File: config.mk
export PLATFORM = sky130hd
export DESIGN_NAME = uart_time_sender_flat
export DESIGN_NICKNAME = d
export VERILOG_FILES = /design/src/rtl/uart_time_sender_if.sv /design/src/rtl/uart_time_sender.sv /design/src/flat_wrapper.sv
export SDC_FILE = /design/constraint.sdc
export NUM_CORES = 1
export LEC_CHECK = 0
export ABC_AREA = 1
export ABC_CLOCK_PERIOD_IN_PS = 4390
export CORE_AREA = 2 2 85 87
export CTS_CLUSTER_SIZE = 14
export DETAILED_ROUTE_END_ITERATION = 8
export DIE_AREA = 0 0 87 89
export PLACE_DENSITY = 0.71
export SLEW_MARGIN = 25
export SYNTH_ARGS = -nofsm -noshare
export SYNTH_HDL_FRONTEND = slang
export SYNTH_SLANG_ARGS = --single-unit
export TNS_END_PERCENT = 50
File: constraint.sdc
create_clock -name clk -period 4.39 [get_ports clk]
set_input_delay 0.878 -clock clk [delete_from_list [all_inputs] [get_ports clk]]
set_output_delay 0.878 -clock clk [all_outputs]
set_load 0.03 [all_outputs]
File: src/rtl/uart_time_sender_if.sv
`timescale 1ns/1ps
`default_nettype none
// ============================================================================
// Module   : uart_time_sender_if
// Purpose  : Byte handshake between the time sender and the UART transmitter.
// Signals  : o_tx_start  1  one-cycle start pulse (sender -> transmitter)
//            o_tx_data   8  byte to transmit, held until the byte completes
//            i_tx_busy   1  transmitter busy (transmitter -> sender)
//            i_tx_done   1  one-cycle byte-done pulse (transmitter -> sender)
// Modports : master = sender side, slave = transmitter side
// Revision : 1.0 - initial release
// ============================================================================
interface uart_time_sender_if;
  logic       o_tx_start;
  logic [7:0] o_tx_data;
  logic       i_tx_busy;
  logic       i_tx_done;

  modport master (
    output o_tx_start,
    output o_tx_data,
    input  i_tx_busy,
    input  i_tx_done
  );

  modport slave (
    input  o_tx_start,
    input  o_tx_data,
    output i_tx_busy,
    output i_tx_done
  );
endinterface
`default_nettype wire

File: src/rtl/uart_time_sender.sv
`timescale 1ns/1ps
`default_nettype none
// ============================================================================
// Module   : uart_time_sender
// Purpose  : Snapshots a time value on request and streams it to a UART
//            transmitter as ASCII "HH:MM:SS.CC", optionally followed by CR LF.
// Params   : CRLF     1 = append 0x0D 0x0A (13 bytes), 0 = 11 bytes
// Ports    : clk      system clock
//            rst      synchronous active-high reset
//            i_send   send request, only honoured while idle
//            i_hour   hours (5 bit), i_min / i_sec minutes/seconds (6 bit),
//            i_cs     centiseconds (7 bit), all binary
//            tx       transmitter handshake (master side)
//            o_busy   message in progress
//            o_done   one-cycle pulse after the last byte completes
// Revision : 1.0 - initial release
// ============================================================================
module uart_time_sender #(
  parameter bit CRLF = 1'b1
) (
  input  logic                       clk,
  input  logic                       rst,
  input  logic                       i_send,
  input  logic [4:0]                 i_hour,
  input  logic [5:0]                 i_min,
  input  logic [5:0]                 i_sec,
  input  logic [6:0]                 i_cs,
  uart_time_sender_if.master         tx,
  output logic                       o_busy,
  output logic                       o_done
);

  localparam int         LEN  = CRLF ? 13 : 11;
  localparam logic [3:0] LAST = 4'(LEN - 1);

  typedef enum logic [1:0] {
    IDLE  = 2'd0,
    START = 2'd1,
    WAIT  = 2'd2,
    DONE  = 2'd3
  } state_t;

  state_t     state;
  logic [3:0] idx;
  logic [4:0] hour_q;
  logic [5:0] min_q;
  logic [5:0] sec_q;
  logic [6:0] cs_q;
  logic [7:0] char_sel;

  // Fields wider than two decimal digits (minutes/seconds up to 63 are fine,
  // centiseconds up to 127 are not) are clamped so they always print as "99".
  function automatic logic [6:0] clamp99(input logic [6:0] v);
    return (v > 7'd99) ? 7'd99 : v;
  endfunction

  function automatic logic [7:0] tens_ch(input logic [6:0] v);
    logic [6:0] c;
    c = clamp99(v);
    return 8'h30 + 8'(c / 7'd10);
  endfunction

  function automatic logic [7:0] ones_ch(input logic [6:0] v);
    logic [6:0] c;
    c = clamp99(v);
    return 8'h30 + 8'(c % 7'd10);
  endfunction

  // Character for the current index, always derived from the snapshot.
  always_comb begin
    char_sel = 8'h00;
    case (idx)
      4'd0:    char_sel = tens_ch({2'b00, hour_q});
      4'd1:    char_sel = ones_ch({2'b00, hour_q});
      4'd2:    char_sel = 8'h3A;
      4'd3:    char_sel = tens_ch({1'b0, min_q});
      4'd4:    char_sel = ones_ch({1'b0, min_q});
      4'd5:    char_sel = 8'h3A;
      4'd6:    char_sel = tens_ch({1'b0, sec_q});
      4'd7:    char_sel = ones_ch({1'b0, sec_q});
      4'd8:    char_sel = 8'h2E;
      4'd9:    char_sel = tens_ch(cs_q);
      4'd10:   char_sel = ones_ch(cs_q);
      4'd11:   char_sel = 8'h0D;
      4'd12:   char_sel = 8'h0A;
      default: char_sel = 8'h00;
    endcase
  end

  always_ff @(posedge clk) begin
    if (rst) begin
      state         <= IDLE;
      idx           <= 4'd0;
      hour_q        <= 5'd0;
      min_q         <= 6'd0;
      sec_q         <= 6'd0;
      cs_q          <= 7'd0;
      tx.o_tx_start <= 1'b0;
      tx.o_tx_data  <= 8'h00;
      o_busy        <= 1'b0;
      o_done        <= 1'b0;
    end else begin
      // Pulses default low so each is high for exactly one cycle.
      tx.o_tx_start <= 1'b0;
      o_done        <= 1'b0;
      case (state)
        IDLE: begin
          if (i_send) begin
            hour_q <= i_hour;
            min_q  <= i_min;
            sec_q  <= i_sec;
            cs_q   <= i_cs;
            idx    <= 4'd0;
            o_busy <= 1'b1;
            state  <= START;
          end
        end
        START: begin
          if (!tx.i_tx_busy) begin
            tx.o_tx_start <= 1'b1;
            tx.o_tx_data  <= char_sel;
            state         <= WAIT;
          end
        end
        WAIT: begin
          // o_tx_data is left untouched here: the transmitter samples it
          // throughout the data phase.
          if (tx.i_tx_done) begin
            if (idx == LAST) begin
              o_done <= 1'b1;
              state  <= DONE;
            end else begin
              idx   <= idx + 4'd1;
              state <= START;
            end
          end
        end
        DONE: begin
          o_busy <= 1'b0;
          state  <= IDLE;
        end
        default: state <= IDLE;
      endcase
    end
  end

endmodule
`default_nettype wire

File: src/flat_wrapper.sv
// flat-port wrapper written by rule: the top's interface ports become plain ports
module uart_time_sender_flat 
#(
  parameter bit CRLF = 1'b1
)
  (clk, rst, i_send, i_hour, i_min, i_sec, i_cs, o_busy, o_done, tx_o_tx_start, tx_o_tx_data, tx_i_tx_busy, tx_i_tx_done);
  uart_time_sender_if tx_i ();
  input  logic clk;
  input  logic rst;
  input  logic i_send;
  input  logic [4:0] i_hour;
  input  logic [5:0] i_min;
  input  logic [5:0] i_sec;
  input  logic [6:0] i_cs;
  output logic o_busy;
  output logic o_done;
  output wire logic [$bits(tx_i.o_tx_start)-1:0] tx_o_tx_start;
  output wire logic [$bits(tx_i.o_tx_data)-1:0] tx_o_tx_data;
  input wire logic [$bits(tx_i.i_tx_busy)-1:0] tx_i_tx_busy;
  input wire logic [$bits(tx_i.i_tx_done)-1:0] tx_i_tx_done;
  assign tx_o_tx_start = tx_i.o_tx_start;
  assign tx_o_tx_data = tx_i.o_tx_data;
  assign tx_i.i_tx_busy = tx_i_tx_busy;
  assign tx_i.i_tx_done = tx_i_tx_done;
  uart_time_sender #(.CRLF(CRLF)) u_core (.clk(clk), .rst(rst), .i_send(i_send), .i_hour(i_hour), .i_min(i_min), .i_sec(i_sec), .i_cs(i_cs), .tx(tx_i), .o_busy(o_busy), .o_done(o_done));
endmodule
Yosys cells after proc, flatten, opt, wreduce, memory -nomap -nowiden
Cells that the tools add are included.

word-level totals
  register bits = 41
  bits of input ports = 29
  output and inout bits = 11
  logic and storage cells = 82

operators by class
  add/sub/neg operators = 9
  div/mod/pow operators = 8
  $lt $le $gt $ge = 3
  equality and inequality tests = 19
  muxes and demuxes = 17
  bitwise gates (word level) = 4
  reductions and logical operators = 12

operators by type and width
  kind                 number
  $pmux 8 s12          1
  $add 6x8->8 const A  8
  $div 7x4->8 const B  3
  $mod 7x4->8 const B  3
  $mux 7               3
  $eq 4x4->1 const B   5
  $eq 4x3->1 const B   4
  $gt 6x7->1 const B   2
  $mux 4               3
  $div 5x4->8 const B  1
  $eq 4x2->1 const B   2
  $mod 5x4->8 const B  1
  $mux 2               4
  $ne 2x2->1 const B   4
  $pmux 2 s4           1
  $pmux 4 s2           1
  $gt 7x7->1 const B   1
  $reduce_and 2->1     3
  $add 4x1->4 const B  1
  $eq 2x2->1 const B   2
  $eq 4x1->1 const B   1
  $logic_not 4->1      1
  $not 1->1            4
  $reduce_and 4->1     1
  8 further kinds      12

Longest topological paths before layout
Gate-level depths: netlist of the first run.

  depth after elaboration = 5
  depth in mapped cells = 37
  gate-level depth less buffers = 37

Least setup slack after synthesis of the first run
Ideal clock, no wire load.

  path type = register to register
  start point = reg u_core.cs_q[3]
  end point = reg u_core.tx.o_tx_data[7]
  setup time = 0.070 ns
  arrival = 3.514 ns
  required time = 4.320 ns
  path slack = 0.805 ns
  cell stages (with the launch flop) = 36
  path buffers = 0
  clock period less this slack = 3.585 ns
  cell sequence = dfxtp_1 > nor2_1 > nand2_1 > nand2_4 > inv_2 > nor2_2 > ha_1 > nand2_1 > nor2_2 > nand2_2 > o21bai_4 > nand2_2 > nand2_4 > ha_1 > inv_1 > nand2_1 > a21oi_1 > or2_1 > nand2_2 > nand4_1 > nand2_2 > inv_1 > ha_1 > inv_1 > nand3_1 > nand2_1 > nand2_1 > nand2_1 > nand3_2 > nor2_2 > nor2_4 > nand2_2 > nand2_2 > nand2_1 > nand3_1 > a21oi_1

between the ends
  cells in the longest elaborated chain, start to end = 5
  elaborated cells between the ends (all ways) = 7
  those cells by class = add/sub: 2; div: 2; order compare: 1; mux: 2

RTL lines
  what                                        line                                            source
  start: declaration                          uart_time_sender.sv:48                          logic [6:0] cs_q;
  start signal: assignment                    uart_time_sender.sv:112                         cs_q <= i_cs;
  $gt 7x7->1                                  uart_time_sender.sv:54                          return (v > 7'd99) ? 7'd99 : v;
  $mux 7 (*)                                  uart_time_sender.sv:54
  $mod 7x4->8 or $div 7x4->8 (tied branches)  uart_time_sender.sv:66, uart_time_sender.sv:60
  $add 6x8->8 (on tied branches)              uart_time_sender.sv:66, uart_time_sender.sv:60
  $pmux 8 s12 (*)                             uart_time_sender.sv:72                          case (idx)
  end signal: assignment                      uart_time_sender.sv:121                         tx.o_tx_data <= char_sel;
  end: declaration                            uart_time_sender_if.sv:21                       output o_tx_data,

Mark *: on every way between the ends. The rest lies on a longest branch, timed or not.
A chain may end at the register's enable or synchronous reset.

Final worst setup path of the first run
Same ends and word-level chain as after synthesis.

==> flow_metrics.tcl, run 1 <==
set metrics [dict create \
    tritoncts "done" \
    critPathRequiredTime_ns 4.61 \
    critical_path.max_fanout 6 \
    wirelength_um 8080 \
    hold_path_class "flop to flop" \
    design.core.area_mm2 0.00672 \
    flow.area_growth_from_synthesis_pct 16.2 \
    power_switching_w 0.000703 \
    power-per-cell-area_mw_per_mm2 374 \
    final.setup.tns_ns 0 \
    wl_per_cell_um 12.1 \
    crit_type "flop to flop" \
    power_frac_comb 0.553 \
    clk-insertion-delay-late_ns 0.29 \
    cpMaxStageDelayCell "dfxtp_1" \
    track_usage 0.224 \
    seq_power_share 0.287 \
    utilization 0.597 \
    gp_routability_congestion 0.883 \
    critPathArrivalTime_ns 4.12 \
    antenna-diode-count 0 \
    clock-root-buffer "clkbuf_8" \
    final.setup_skew_ns 0.00579 \
    grt_pass1_wl_um 14100 \
    cpMostUsedCell "nand2_1" \
    final_antenna_net_count 0 \
    design.die.area_mm2 0.00774 \
    post_route_drc 0 \
    flip_flop_and_latch_count_after_synthesis 41 \
    cts.clk_slew.worst_paths_ns 0.07 \
    yosys_most_used_dff "dfxtp_1" \
    syn_nets 595 \
    nets 633 \
    yosysWarningCount 0 \
    grt_antenna_before_repair 0 \
    grt_pass1_vias 3210 \
    ir_drop_mv 0.169 \
    internal_power_w 0.000797 \
    worst_path_largest_cell_delay_ns 0.34 \
    die_span_x_um 87 \
    timing.fmax_mhz 256 \
    ctsHtreeMaxLevel 2 \
    slew_violations 0 \
    cts.path.max_buffers 2 \
    drive_gt1_frac 0.102 \
    global_route.overflow_total 0 \
    initial_utilization 0.513 \
    synth_cell_types 41 \
    hold_violations 0 \
    run_status "complete, no violations" \
    tritoncts.num_buffers 5 \
    number_of_hold_repair_buffers_added_at_the_cts_stage 0 \
    synthArstFlopShare 0 \
    dp_worst_setup_slack_ns 0.423 \
    static_leakage_power_nw 1.87 \
    worst-slew-pin-transition_ns 0.648 \
    synth.yosys.seq_area_share 0.238 \
    relSlewSlack 0.567 \
    hpwl_um 6540 \
    fin_worst_hold_slack_ns 0.470 \
    drt-pass1-iter-count 4 \
    avgViaCountPerCell 5.32 \
    post_synth.cell_area_avg_um2 6.27 \
    final.period_utilization 0.890 \
    grt_max_degree 40 \
    timing.final.ws_setup_ns 0.484 \
    cts_num_sinks 41 \
    floorplan.io_pins 40 \
    overall_via_count_from_detail_route 3557 \
    postSynthCellCount 550 \
    power_frac_clock 0.160 \
    max-cap-violations 0 \
    floorplan.rows 30 \
    place.port_buffers 39 \
    layout_min_cycle_time_ns 3.91 \
    dieHeight_um 89 \
    synth_enable_flop_cells 0 \
    syn-cell-area_mm2 0.00345 \
    cp-start-kind "flop" \
    drt_first_iter_violations 118 \
    unrepaired_setup_endpoints_after_global_routing "false" \
    setup.worst_path.end_class "flop" \
    finalSetupViolations 0 \
    swShare 0.469 \
]
## synth_stat cells, types with 2 or more instances
cell / n / share of area
ha_1: 16 / 0.058
nor2_2: 5 / 0.0091
a21oi_2: 2 / 0.0051
o211ai_1: 2 / 0.0044
clkbuf_1: 9 / 0.0098
o2111ai_1: 3 / 0.0076
nor3_1: 4 / 0.0058
o21ai_4: 2 / 0.0094
a31oi_1: 4 / 0.0073
nand3_1: 35 / 0.051
inv_1: 91 / 0.099
a21oi_1: 53 / 0.077
a211oi_1: 4 / 0.0087
xor2_1: 4 / 0.010
nand3_4: 3 / 0.015
inv_2: 7 / 0.0076
nor2_4: 2 / 0.0065
nand4_1: 17 / 0.031
nor2_1: 50 / 0.054
o21ai_1: 3 / 0.0044
nand3_2: 3 / 0.0087
nor3b_1: 2 / 0.0044
nand2_1: 109 / 0.12
dfxtp_1: 41 / 0.24
nand2_4: 6 / 0.020
o21ai_0: 42 / 0.061
nand2_2: 17 / 0.031
## cells in the final DEF (no fill, tap or decap), drive strengths merged
| cell type | n |
|---|---|
| a211oi | 4 |
| o32ai | 1 |
| nor2 | 58 |
| o211ai | 2 |
| buf | 1 |
| clkinv | 1 |
| nor3b | 2 |
| or2 | 2 |
| dfxtp | 41 |
| ha | 16 |
| o221a | 1 |
| nor4 | 1 |
| o22ai | 1 |
| a22oi | 1 |
| nor3 | 4 |
| nand2 | 132 |
| a31oi | 4 |
| nand3 | 41 |
| a311o | 1 |
| inv | 98 |
| nand4 | 17 |
| clkdlybuf4s50 | 39 |
| o21ai | 48 |
| a221oi | 1 |
| clkbuf | 8 |
| o2111ai | 3 |
| o21bai | 1 |
| a21oi | 55 |
| xor2 | 4 |
| xnor2 | 1 |
## routing by layer
metal / GRT usage / share of wire
met2: 0.387 / 0.48
met5: 0 / 0
met1: 0.289 / 0.46
met4: 0.0696 / 0.018
met3: 0.0295 / 0.037
## worst max-delay path: cells and delay by family, from the launching register on
family / cells / cell delay, ns
flip-flops: 1 / 0.34
buffers and inverters: 4 / 0.21
adder cells (fa/ha/maj): 3 / 0.53
AND/OR/NAND/NOR: 25 / 2.35
AO/OA/AOI/OAI: 3 / 0.38
## stage by stage
stage | instance area [um^2] | total power (W) | instances
after detailed placement | 3910 | 0.00126 | 661
after global routing | 4010 | 0.00165 | 669
after global placement | 3910 | 0.00124 | 661
after floorplan | 3450 | 0.00109 | 550
final | 4010 | 0.00150 | 669
after CTS | 3990 | 0.00151 | 669
## flip-flops by register name (all words and copies together) (netlist names)
name / flops
u_core.idx: 4
u_core.o_busy: 1
u_core.sec_q: 6
u_core.hour_q: 5
u_core.tx.o_tx_data: 8
u_core.o_done: 1
u_core.state: 2
u_core.min_q: 6
u_core.cs_q: 7
u_core.tx.o_tx_start: 1
## cell type report
class / count / area, um^2
clock buffer: 8 / 80.1
fill: 667 / 2710
inverter: 99 / 372
multi-input combinational: 401 / 2240
sequential: 41 / 821
tap: 80 / 100
timing repair buffer: 40 / 398
## path summary, 6_finish.rpt
path,slack (ns),cells after the start,startpoint,end
setup / recovery,0.48,35,u_core.cs_q[3]$_SDFFE_PP0P_,u_core.tx.o_tx_data[7]$_SDFFE_PP0P_
hold / removal,0.47,2,u_core.tx.o_tx_data[4]$_SDFFE_PP0P_,u_core.tx.o_tx_data[4]$_SDFFE_PP0P_
setup reg to reg,0.48,35,u_core.cs_q[3]$_SDFFE_PP0P_,u_core.tx.o_tx_data[7]$_SDFFE_PP0P_
hold reg to reg,0.47,2,u_core.tx.o_tx_data[4]$_SDFFE_PP0P_,u_core.tx.o_tx_data[4]$_SDFFE_PP0P_
## cell families (layout without fill, tap and decap cells)
| group | count (synthesis) | in the layout | share of synthesized area |
|---|---|---|---|
| AOI/OAI and AO/OA | 123 | 123 | 0.208 |
| DFF | 41 | 41 | 0.238 |
| xor gates and xnor gates | 5 | 5 | 0.0127 |
| buffers and inverters | 108 | 147 | 0.118 |
| adders and majority gates | 16 | 16 | 0.0580 |
| and+or+nand+nor | 257 | 257 | 0.366 |
## what timing repair did
| action | 4_1_cts | 5_1_grt |
|---|---|---|
| setup endpoints to repair | 0 | 2 |
| gates resized for setup | 0 | 3 |
| buffers inserted | 0 | 0 |
## power groups by stage
stage               Combinational [W]  Clock (W)  Sequential (W)
finish                       0.000830   0.000240        0.000431
global route                 0.000952   0.000262        0.000436
CTS                          0.000824   0.000250        0.000431
detailed placement           0.000820          0        0.000440
global placement             0.000798          0        0.000439
floorplan                    0.000646          0        0.000443
(Power assumes the default switching activity.)
==> run 2, diff against run 1 <==
--- a/config.mk
+++ b/config.mk
@@ -12,6 +12,7 @@
 export DETAILED_ROUTE_END_ITERATION = 8
 export DIE_AREA = 0 0 87 89
 export PLACE_DENSITY = 0.71
+export SETUP_SLACK_MARGIN = 0.3
 export SLEW_MARGIN = 25
 export SYNTH_ARGS = -nofsm -noshare
 export SYNTH_HDL_FRONTEND = slang
==> flow_metrics.tcl, run 2 (synthesized netlist as in run 1, its figures left out) <==
set metrics [dict create \
    critPathRequiredTime_ns 4.61 \
    critical_path.reg2reg.endpoint "u_core.tx.o_tx_data[7]$_SDFFE_PP0P_" \
    cts.path.max_buffers 2 \
    tritoncts "done" \
    ctsHtreeMaxLevel 2 \
    utilization 0.627 \
    number_of_flip_flops_under_the_largest_register_name 8 \
    number_of_hold_repair_buffers_added_at_the_cts_stage 0 \
    timing.fmax_mhz 262 \
    filler_cell_count 658 \
    cp-start-kind "flop" \
    final_antenna_net_count 0 \
    design.core.area_mm2 0.00672 \
    grt_antenna_before_repair 0 \
    grt_max_degree 40 \
    max-cap-violations 0 \
    final.setup_skew_ns 0.00501 \
    hold_path_class "flop to flop" \
    grt_pass1_wl_um 14100 \
    cpMostUsedCell "nand2_2" \
    die_span_x_um 87 \
    r2r-start "u_core.cs_q[3]$_SDFFE_PP0P_" \
    nets 652 \
    clk-insertion-delay-late_ns 0.29 \
    setup.worst_path.end_class "flop" \
    overall_via_count_from_detail_route 3634 \
    global_route.overflow_total 0 \
    post_route_drc 0 \
    layout.cells.most_common_list "102 x nand2_1, 90 x inv_1, 53 x a21oi_1" \
    static_leakage_power_nw 1.99 \
    layout_top_registers "u_core.tx.o_tx_data x8, u_core.cs_q x7" \
    grt_util_met1 0.289 \
    met3_resource_use_gr 0.0295 \
    wirelength_um 8570 \
    power-per-cell-area_mw_per_mm2 377 \
    relSlewSlack 0.564 \
    grt.busiest_layer "met2" \
    critPathArrivalTime_ns 4.03 \
    hpwl_um 6540 \
    dieHeight_um 89 \
    drt_first_iter_violations 159 \
    timing.hold.worst_path_depth 2 \
    place.port_buffers 39 \
    final.setup.tns_ns 0 \
    clock-root-buffer "clkbuf_8" \
    reg2regPathDepth 35 \
    final.period_utilization 0.869 \
    slew_violations 0 \
    finalSetupViolations 0 \
    gp_routability_congestion 0.883 \
    design_area_mm2 0.00422 \
    cts.clk_slew.worst_paths_ns 0.07 \
    flow.area_growth_from_synthesis_pct 22.2 \
    dpl_cell_area_mm2 0.00391 \
    min_from "u_core.tx.o_tx_data[7]$_SDFFE_PP0P_" \
    regMostFlops "u_core.tx.o_tx_data" \
    crit_type "flop to flop" \
    worst-slew-pin-transition_ns 0.653 \
    floorplan.io_pins 40 \
    tritoncts.num_buffers 5 \
    cpMaxStageDelayCell "dfxtp_4" \
    antenna-diode-count 0 \
    critical_path.max_fanout 6 \
    globalRouteMet2Util 0.387 \
    floorplan.rows 30 \
    drt-pass1-iter-count 4 \
    layout_commonest_cell "nand2_1" \
    wl_per_cell_um 12.5 \
    layout_min_cycle_time_ns 3.82 \
    register_to_register_setup_slack_ns 0.57 \
    cts_num_sinks 41 \
    hold-path-endpoint "u_core.tx.o_tx_data[7]$_SDFFE_PP0P_" \
    hold_violations 0 \
    avgViaCountPerCell 5.28 \
    initial_utilization 0.513 \
    worst_path_largest_cell_delay_ns 0.37 \
    run_status "complete, no violations" \
    design.die.area_mm2 0.00774 \
    ir_drop_mv 0.168 \
    unrepaired_setup_endpoints_after_global_routing "false" \
    track_usage 0.224 \
    drive_gt1_frac 0.146 \
    grt_pass1_vias 3210 \
]
## run 2: timing repair
action | CTS | global route
gates resized for setup | 0 | 21
setup endpoints to repair | 0 | 8
buffers inserted | 0 | 19
## run 2: metal layers
metal,up-vias,share of wire
met5,-,0
met4,0,0.017
met3,15,0.029
met2,54,0.49
met1,1644,0.47
li1,1921,-
## run 2: cell type report
| cell class | instances | area (um^2) | share of cell area |
|---|---|---|---|
| clock buffer | 8 | 80.1 | 0.0190 |
| inverter | 99 | 372 | 0.0882 |
| multi-input combinational | 401 | 2290 | 0.543 |
| sequential | 41 | 825 | 0.196 |
| tap | 80 | 100 | 0.0237 |
| timing repair buffer | 59 | 548 | 0.130 |
## run 2: how the worst max path moves through the flow
stage | from | to
after floorplan | u_core.cs_q[3]$_SDFFE_PP0P_ | u_core.tx.o_tx_data[7]$_SDFFE_PP0P_
after global placement | u_core.cs_q[3]$_SDFFE_PP0P_ | u_core.tx.o_tx_data[7]$_SDFFE_PP0P_
after detailed placement | u_core.cs_q[3]$_SDFFE_PP0P_ | u_core.tx.o_tx_data[7]$_SDFFE_PP0P_
after CTS | u_core.cs_q[3]$_SDFFE_PP0P_ | u_core.tx.o_tx_data[7]$_SDFFE_PP0P_
after global routing | u_core.cs_q[6]$_SDFFE_PP0P_ | u_core.tx.o_tx_data[7]$_SDFFE_PP0P_
final | u_core.cs_q[3]$_SDFFE_PP0P_ | u_core.tx.o_tx_data[7]$_SDFFE_PP0P_
## run 2: where the power goes
part,internal (W),switching (W)
clock network,0.000113,0.000127
registers,0.000408,0.0000247
logic,0.000329,0.000585
## run 2: worst max-delay path, delay by kind of cell, from the launching register on
family | cells | cell delay [ns]
fa+ha+maj | 3 | 0.48
flops | 1 | 0.37
buf+inv | 4 | 0.20
simple gates | 25 | 2.30
compound gates | 3 | 0.40
## run 2: stage by stage
step / cells / total power (W) / setup WS (ns) / hold slack (ns)
after global routing: 688 / 0.00173 / 0.192 / 0.486
after CTS: 669 / 0.00151 / 0.392 / 0.472
after global placement: 661 / 0.00124 / 0.592 / 0.455
final: 688 / 0.00159 / 0.573 / 0.469
after floorplan: 550 / 0.00109 / 0.805 / 0.444
after detailed placement: 661 / 0.00126 / 0.423 / 0.461
==> run 3, diff against run 2 <==
--- a/config.mk
+++ b/config.mk
@@ -7,11 +7,12 @@
 export LEC_CHECK = 0
 export ABC_AREA = 1
 export ABC_CLOCK_PERIOD_IN_PS = 4390
-export CORE_AREA = 2 2 85 87
+export CAP_MARGIN = 20
+export CORE_AREA = 2 2 87 89
 export CTS_CLUSTER_SIZE = 14
 export DETAILED_ROUTE_END_ITERATION = 8
-export DIE_AREA = 0 0 87 89
-export PLACE_DENSITY = 0.71
+export DIE_AREA = 0 0 89 91
+export PLACE_DENSITY = 0.67
 export SETUP_SLACK_MARGIN = 0.3
 export SLEW_MARGIN = 25
 export SYNTH_ARGS = -nofsm -noshare
==> flow_metrics.tcl, run 3 (synthesized netlist as in run 1, its figures left out) <==
set metrics [dict create \
    timing.final.ws_setup_ns 0.588 \
    critical_path.max_fanout 7 \
    place.port_buffers 39 \
    floorplan.io_pins 40 \
    drt_first_iter_violations 208 \
    multi_input_comb_area_mm2 0.00226 \
    design_area_mm2 0.00416 \
    critPathRequiredTime_ns 4.56 \
    slew_violations 0 \
    layout_top_registers "u_core.tx.o_tx_data x8, u_core.cs_q x7" \
    wl_per_cell_um 12.1 \
    global_route.overflow_total 0 \
    avgViaCountPerCell 5.13 \
    cts.clk_slew.worst_paths_ns 0.08 \
    critPathArrivalTime_ns 3.97 \
    wirelength_um 8460 \
    floorplan.rows 31 \
    grt_max_degree 48 \
    dieHeight_um 91 \
    power-per-cell-area_mw_per_mm2 390 \
    fin_worst_hold_slack_ns 0.465 \
    hold_path_class "flop to flop" \
    hold_violations 0 \
    overall_via_count_from_detail_route 3580 \
    number_of_hold_repair_buffers_added_at_the_cts_stage 0 \
    timing.fmax_mhz 263 \
    final.setup.tns_ns 0 \
    grt_pass1_wl_um 14200 \
    setup.worst_path.end_class "flop" \
    final_antenna_net_count 0 \
    worst_path_largest_cell_delay_ns 0.34 \
    clk-insertion-delay-late_ns 0.30 \
    cts_num_sinks 41 \
    seq_area_um2 822 \
    design.die.area_mm2 0.00810 \
    track_usage 0.214 \
    cp-start-kind "flop" \
    layout_commonest_cell "nand2_1" \
    max-cap-violations 0 \
    static_leakage_power_nw 1.95 \
    nets 644 \
    relSlewSlack 0.573 \
    antenna-diode-count 0 \
    ctsHtreeMaxLevel 2 \
    cpMaxStageDelayCell "dfxtp_2" \
    clock-root-buffer "clkbuf_8" \
    grt_util_met1 0.263 \
    layout_min_cycle_time_ns 3.80 \
    post_route_drc 0 \
    finalSetupViolations 0 \
    number_of_flip_flops_under_the_largest_register_name 8 \
    met3_resource_use_gr 0.0336 \
    grt_antenna_before_repair 0 \
    hpwl_um 6690 \
    drt-pass1-iter-count 4 \
    drive_gt1_frac 0.127 \
    regMostFlops "u_core.tx.o_tx_data" \
    finalPower_w 0.00162 \
    final.setup_skew_ns 0.00702 \
    cts.path.max_buffers 2 \
    flow.area_growth_from_synthesis_pct 20.7 \
    globalRouteMet2Util 0.382 \
    tritoncts.num_buffers 5 \
    unrepaired_setup_endpoints_after_global_routing "false" \
    dp_worst_setup_slack_ns 0.437 \
    tritoncts "done" \
    final.period_utilization 0.866 \
    grt.busiest_layer "met2" \
    design.core.area_mm2 0.00714 \
    crit_type "flop to flop" \
    filler_cell_count 718 \
    gp_routability_congestion 0.877 \
    worst-slew-pin-transition_ns 0.639 \
    grt_pass1_vias 3391 \
    die_span_x_um 89 \
    ir_drop_mv 0.178 \
    layout.cells.most_common_list "108 x nand2_1, 91 x inv_1, 52 x a21oi_1" \
    dpl_cell_area_mm2 0.00394 \
    initial_utilization 0.483 \
    run_status "complete, no violations" \
]
## run 3: timing repair
| action | CTS | global route |
|---|---|---|
| resized for setup | 0 | 9 |
| setup endpoints to repair | 0 | 7 |
| setup buffers | 0 | 11 |
## run 3: layout make-up
| class | instances | share of cell area |
|---|---|---|
| clock buffers | 5 | 0.0165 |
| clock inverters | 2 | 0.00841 |
| inverters | 99 | 0.0892 |
| multi-input cells | 401 | 0.543 |
| flip-flops and latches | 41 | 0.197 |
| well taps | 99 | 0.0297 |
| repair buffers | 51 | 0.115 |
## run 3: power by group
| part | leakage (nW) | internal (W) | switching, W |
|---|---|---|---|
| combinational | 1.56 | 0.000316 | 0.000577 |
| clock | 0.0540 | 0.000165 | 0.000134 |
| sequential | 0.337 | 0.000408 | 0.0000238 |
## run 3: final timing paths
check / start / end / slack [ns] / cells past startpoint
setup reg to reg: u_core.cs_q[3]$_SDFFE_PP0P_ / u_core.tx.o_tx_data[0]$_SDFFE_PP0P_ / 0.59 / 27
hold reg to reg: u_core.tx.o_tx_data[7]$_SDFFE_PP0P_ / u_core.tx.o_tx_data[7]$_SDFFE_PP0P_ / 0.47 / 2
setup / recovery: u_core.cs_q[3]$_SDFFE_PP0P_ / u_core.tx.o_tx_data[0]$_SDFFE_PP0P_ / 0.59 / 27
hold / removal: u_core.tx.o_tx_data[7]$_SDFFE_PP0P_ / u_core.tx.o_tx_data[7]$_SDFFE_PP0P_ / 0.47 / 2
## run 3: per-stage QoR
step,utilization,cells
6_report,0.583,698
5_1_grt,0.583,698
3_5_place_dp,0.552,680
3_3_place_gp,0.552,680
2_1_floorplan,-,550
4_1_cts,0.566,687
## run 3: critical path, delay by kind of cell, from the launching register on
family,cells,cell delay (ns)
simple gates,18,2.09
compound gates,4,0.59
buf+inv,4,0.51
flops,1,0.34
fa+ha+maj,1,0.14
## run 3: routing by layer
metal	wire [um]	part of all wire
met4	104	0.012
met1	3880	0.46
met3	263	0.031
met5	0	0
met2	4220	0.50
